### src/rtl/mem_arbiter_rv32.sv
// Round-robin arbiter that shares one main-memory port between I-cache refills
// and D-cache refills/writebacks, and sequences each line burst over the req/ack handshake.
module mem_arbiter_rv32 #(
    parameter int BURST_LEN = 4,
    parameter int BW        = 2
) (
    input  logic          iCLK,
    input  logic          iRST,
    input  logic          iREQ_I,
    input  logic [31:0]   iADDR_I,
    input  logic          iREQ_D,
    input  logic          iWE_D,
    input  logic [31:0]   iADDR_D,
    input  logic [31:0]   iWDATA_D,
    output logic          oGNT_I,
    output logic          oGNT_D,
    output logic [BW-1:0] oBEAT,
    output logic          oACK_I,
    output logic          oACK_D,
    output logic [31:0]   oRDATA,
    output logic          oDONE_I,
    output logic          oDONE_D,
    output logic          oMEM_REQ,
    output logic          oMEM_WE,
    output logic [31:0]   oMEM_ADDR,
    output logic [31:0]   oMEM_WDATA,
    input  logic          iMEM_ACK,
    input  logic [31:0]   iMEM_RDATA
);

    // state | meaning
    // IDLE  | sample requests, pick winner, latch line address
    // BURST | present beats to memory until the last one is acked
    // DONE  | one-cycle done pulse, update round-robin pointer
    localparam logic [1:0] S_IDLE  = 2'd0;
    localparam logic [1:0] S_BURST = 2'd1;
    localparam logic [1:0] S_DONE  = 2'd2;

    localparam logic [31:0]   LINE_MASK = ~((32'(BURST_LEN) << 2) - 32'd1);
    localparam logic [BW-1:0] LAST_BEAT = BW'(BURST_LEN - 1);

    logic [1:0]    state_q, state_d;
    logic          own_d_q, own_d_d;    // 1: D cache owns the current burst
    logic          we_q, we_d;
    logic [31:0]   base_q, base_d;
    logic [BW-1:0] beat_q, beat_d;
    logic          last_d_q, last_d_d;  // 1: D was served last
    logic          ack_i_q, ack_i_d;
    logic          ack_d_q, ack_d_d;
    logic [31:0]   rdata_q, rdata_d;
    logic          pick_dcache;

    always_comb begin
        state_d     = state_q;
        own_d_d     = own_d_q;
        we_d        = we_q;
        base_d      = base_q;
        beat_d      = beat_q;
        last_d_d    = last_d_q;
        ack_i_d     = 1'b0;
        ack_d_d     = 1'b0;
        rdata_d     = rdata_q;
        pick_dcache = iREQ_D && (!iREQ_I || !last_d_q);
        case (state_q)
            S_IDLE: begin
                if (iREQ_I || iREQ_D) begin
                    own_d_d = pick_dcache;
                    we_d    = pick_dcache && iWE_D;
                    base_d  = (pick_dcache ? iADDR_D : iADDR_I) & LINE_MASK;
                    beat_d  = '0;
                    state_d = S_BURST;
                end
            end
            S_BURST: begin
                if (iMEM_ACK) begin
                    beat_d  = beat_q + 1'b1;
                    ack_i_d = !own_d_q;
                    ack_d_d = own_d_q;
                    if (!we_q) begin
                        rdata_d = iMEM_RDATA;
                    end
                    if (beat_q == LAST_BEAT) begin
                        state_d = S_DONE;
                    end
                end
            end
            S_DONE: begin
                last_d_d = own_d_q;
                state_d  = S_IDLE;
            end
            default: state_d = S_IDLE;
        endcase
    end

    always_ff @(posedge iCLK) begin
        if (iRST) begin
            state_q  <= S_IDLE;
            own_d_q  <= 1'b0;
            we_q     <= 1'b0;
            base_q   <= '0;
            beat_q   <= '0;
            last_d_q <= 1'b1;
            ack_i_q  <= 1'b0;
            ack_d_q  <= 1'b0;
            rdata_q  <= '0;
        end else begin
            state_q  <= state_d;
            own_d_q  <= own_d_d;
            we_q     <= we_d;
            base_q   <= base_d;
            beat_q   <= beat_d;
            last_d_q <= last_d_d;
            ack_i_q  <= ack_i_d;
            ack_d_q  <= ack_d_d;
            rdata_q  <= rdata_d;
        end
    end

    logic in_burst, in_done;
    assign in_burst = (state_q == S_BURST);
    assign in_done  = (state_q == S_DONE);

    assign oGNT_I     = in_burst && !own_d_q;
    assign oGNT_D     = in_burst && own_d_q;
    assign oDONE_I    = in_done && !own_d_q;
    assign oDONE_D    = in_done && own_d_q;
    assign oBEAT      = beat_q;
    assign oACK_I     = ack_i_q;
    assign oACK_D     = ack_d_q;
    assign oRDATA     = rdata_q;
    assign oMEM_REQ   = in_burst;
    assign oMEM_WE    = in_burst && we_q;
    // Base is line aligned, so OR-ing in the word offset is the same as adding it.
    assign oMEM_ADDR  = in_burst ? (base_q | {{(30-BW){1'b0}}, beat_q, 2'b00}) : 32'd0;
    assign oMEM_WDATA = (in_burst && own_d_q && we_q) ? iWDATA_D : 32'd0;

endmodule

### config.mk
export PLATFORM = sky130hd
export DESIGN_NAME = mem_arbiter_rv32
export DESIGN_NICKNAME = d
export VERILOG_FILES = /design/src/rtl/mem_arbiter_rv32.sv
export SDC_FILE = /design/constraint.sdc
export NUM_CORES = 1
export LEC_CHECK = 0
export ABC_AREA = 1
export ABC_CLOCK_PERIOD_IN_PS = 2150
export BUFFER_PORTS_ARGS = -buffer_cell sky130_fd_sc_hd__buf_4
export CORE_MARGIN = 5
export CORE_UTILIZATION = 30
export CTS_BUF_LIST = sky130_fd_sc_hd__clkbuf_2
export DETAILED_ROUTE_END_ITERATION = 16
export REMOVE_ABC_BUFFERS = 1
export SLEW_MARGIN = 10
export SYNTH_ARGS = -nofsm -noshare
export SYNTH_HDL_FRONTEND = slang
export SYNTH_SLANG_ARGS = --single-unit
### constraint.sdc
create_clock -name iCLK -period 2.15 [get_ports iCLK]
set_input_delay 0.5375 -clock iCLK [delete_from_list [all_inputs] [get_ports iCLK]]
set_output_delay 0.5375 -clock iCLK [all_outputs]
set_load 0.05 [all_outputs]
==> impl_results.md <==
- Worst clock skew: about 0.032 ns
- Post-synth EDFFs: 0
- Die width: around 120 microns
- CP required: 1.61 ns
- TritonCTS buffer count: 9
- Final Power: approximately 3.3 mW
- First-iteration detailed-routing DRC count: 219
- Clock-pin slew on the worst setup and hold paths: ~0.2 ns
- Slew Viols, Final: 0
- Pre-antenna DRT Iters: 4
- # DRC: 0
- Switching Fraction: 0.390
- Number of synthesis warnings: 0
- Average size of a mapped cell: 5.78 sq um
- Number of clock sinks: 69
- Area leader, netlist: dfxtp_1
- Final worst-path setup slack: -0.147 ns
- Delay of the slowest critical-path stage: 0.37 ns
- Clk_lat worst skew: 0.55 ns
- FP Rows: between 40 and 50
- Max Freq: around 440 MHz
- H-tree depth: 3
- Crit. End Element: primary output
- XOR/XNOR Fraction of Synth Area: 0
- Initial antenna violation count: 0
- Largest net degree at the start of global routing: 45
- Part of the power in combinational logic: 0.363
- Failing checks: negative setup slack
- Synthesized cell area: 3870 sq um
- Final ANT Viol Nets: 0
- Post-Synth Adder-Cell Area: 0.00323
- DIE AREA: 15300 sq um
- Number of max-cap violations: 0
- First-pass GRT wire length: between 15 and 20 mm
- Post-synthesis instance total: 670
- Largest family of logic cells by synthesized area: simple AND/OR/NAND/NOR gates
- Tmin final: approximately 2.3 ns
- Final hold vios: 0
- Post-synth ARST share: 0
- Register area share after synthesis: 0.356
- Count of cell types in the netlist: 19
- Final cell count without fillers: around 1100
- Yosys top cell area share: 0.356
- Slowest-stage cell, CP: dfxtp_2
- Fin util: 0.494
- TritonCTS clock tree: built
- Starting Density: 0.307
- Hold buffers post-CTS: 0
- CP Cell Sequence: inv_2 > nand2_4 > nor2_4 > buf_12 > nand2_4 > nor2_2 > buf_6
- Final period util: 1.07
- Worst R2R Setup Slack: 0.68 ns
- IO Port Bufs: 229
- Clock root cell: clkbuf_2
- Core ar.: 12600 sq um
- Setup TNS: -3.46 ns
- Ant. Diodes: 0
- Hold/Removal Path Class: primary input to flip-flop
- Synth Area in Compound Gates: 0.00646
- Worst path bufs/invs: 3
- Synth Area in Simple Gates: 0.444
- Most common flop cell mapped by yosys: dfxtp_1
- Nets: between 1000 and 1500
- Ports: 240
- Int Pwr: approximately 2 mW
- Share of cells above drive strength 1: 0.351
- Startpoint types: flip-flop
- Proportion of synthesized area in mux cells: 0
- Placed insts: 1045
- Most common cell in the synthesized netlist: nor2_1
- Total Wirelength: 13.1 mm
- Leakage: 3.54 nW
- Worst VDD drop: 292 uV
- CP Max Fanout: 8
- Gr ovfl total: 0
- Via count: 4400
- Total GRT Usage: 0.163
- Switch Pwr: 1.27 mW
- Via density: roughly 4.1
- #FFs+latches synth: 69
- Crit-path leading delay family: simple AND/OR/NAND/NOR gates
- Cell Pwr Density: 523 nW/um^2
- Largest cells by area after synthesis: dfxtp_1, nor2_1, nand2_1, inv_1, nand4_1
- Endpoints failing setup: 33
- Die height: 124 microns
- Post-synth top cells: nor2_1, nand2_1, inv_1, dfxtp_1, nand4_1
- Wire per inst: approximately 12 microns
- RSZ-0062 raised after global routing: yes
- Vias in the first global route: 3950
- Clock power share: 0.197
- Dpl hpwl: 9.24 mm
- CP arrival: 1.76 ns
- GPL Wtd Cong: 0.740
- Most common cell on crit path: nand2_4
- CTS max path bufs: 2
- Critical setup path kind: flip-flop to primary output
- Outcome: finished, violations left
- Area grow syn2layout: 60.8%
- Sequential share of power: 0.439
-- cells by family after synthesis --
family	after synthesis
AO/OA/AOI/OAI	5
adder cells (fa/ha/maj)	1
buffers and inverters	170
flip-flops	69
other	1
AND/OR/NAND/NOR	424
-- registers in the layout, summed over array words and instances (netlist names) --
signal,cells
base_q,28
last_d_q,1
oACK_D,1
oACK_I,1
oBEAT,2
oRDATA,32
own_d_q,1
state_q,2
we_q,1
-- power groups by stage --
stage                     clock [mW]  combinational [mW]  sequential, mW
after detailed placement           0                1.15            1.46
after floorplan                    0               0.526            1.62
after global routing           0.733                1.30            1.45
after CTS                      0.691                1.18            1.43
final                          0.644                1.18            1.43
after global placement             0                1.15            1.45
-- metal layers --
| layer | global-route usage | routed length (microns) | up-vias |
|---|---|---|---|
| met1 | 0.198 | 5560 | 1865 |
| met2 | 0.258 | 5980 | 144 |
| met4 | 0.0547 | 214 | 0 |
| li1 | - | - | 2373 |
| met3 | 0.0722 | 1400 | 18 |
| met5 | 0 | 0 | - |
-- path summary, 6_finish.rpt --
path | from | cells after the start | to
max | state_q[1] | 7 | oMEM_WDATA[30]
min | iRST | 2 | own_d_q
max reg2reg | state_q[0] | 7 | oRDATA[5]
min reg2reg | last_d_q | 2 | last_d_q
-- cells in the final DEF, fill, tap and decap left out --
master | synthesis | layout
ha_1 | 1 | 1
clkbuf_2 | 0 | 12
nand2_4 | 0 | 4
conb_1 | 1 | 2
buf_4 | 5 | 194
nand2_1 | 158 | 157
clkinv_2 | 0 | 1
nor2_4 | 3 | 13
nand2_8 | 0 | 1
clkinvlp_4 | 0 | 1
nor2_2 | 1 | 27
dfxtp_1 | 69 | 65
buf_8 | 0 | 7
a21oi_1 | 5 | 5
buf_12 | 0 | 3
nand2_2 | 3 | 2
nand3_1 | 5 | 5
dfxtp_2 | 0 | 2
dfxtp_4 | 0 | 2
nand4_1 | 33 | 33
inv_2 | 3 | 3
buf_6 | 8 | 41
nor2_1 | 220 | 184
inv_1 | 129 | 129
clkinv_4 | 0 | 1
clkinv_1 | 0 | 1
nand3_2 | 1 | 1
-- worst register-to-register path, stage by stage (launching register included) --
cell and delay, ns:
dfxtp_4 0.43, inv_2 0.07, nor2_4 0.15, buf_4 0.21
buf_4 0.28, nand4_1 0.14, nand2_1 0.09, nor2_1 0.04
-- cell type report --
class | instances | area [sq um]
Clock buffer | 12 | 60.1
Multi-Input combinational cell | 435 | 1960
Inverter | 132 | 495
Tap cell | 172 | 215
Timing Repair Buffer | 245 | 2080
Clock inverter | 4 | 25.0
Fill cell | 1359 | 6390
Sequential cell | 69 | 1390
-- stage by stage --
step | hold slack, ns | instance area (sq um) | worst slack, ns
floorplan | 0.429 | 3640 | -0.827
global placement | 0.450 | 5690 | 0.263
detailed placement | 0.448 | 5690 | 0.206
CTS | 0.0600 | 6090 | -0.176
global route | 0.0591 | 6230 | -0.285
finish | 0.142 | 6230 | -0.147
-- repair_timing --
action | in CTS | in global routing
resized for setup | 70 | 43
buffers inserted | 4 | 1
setup endpoints to repair | 65 | 66
gates cloned | 3 | 0
pin swaps | 3 | 0
(Power assumes the default switching activity.)
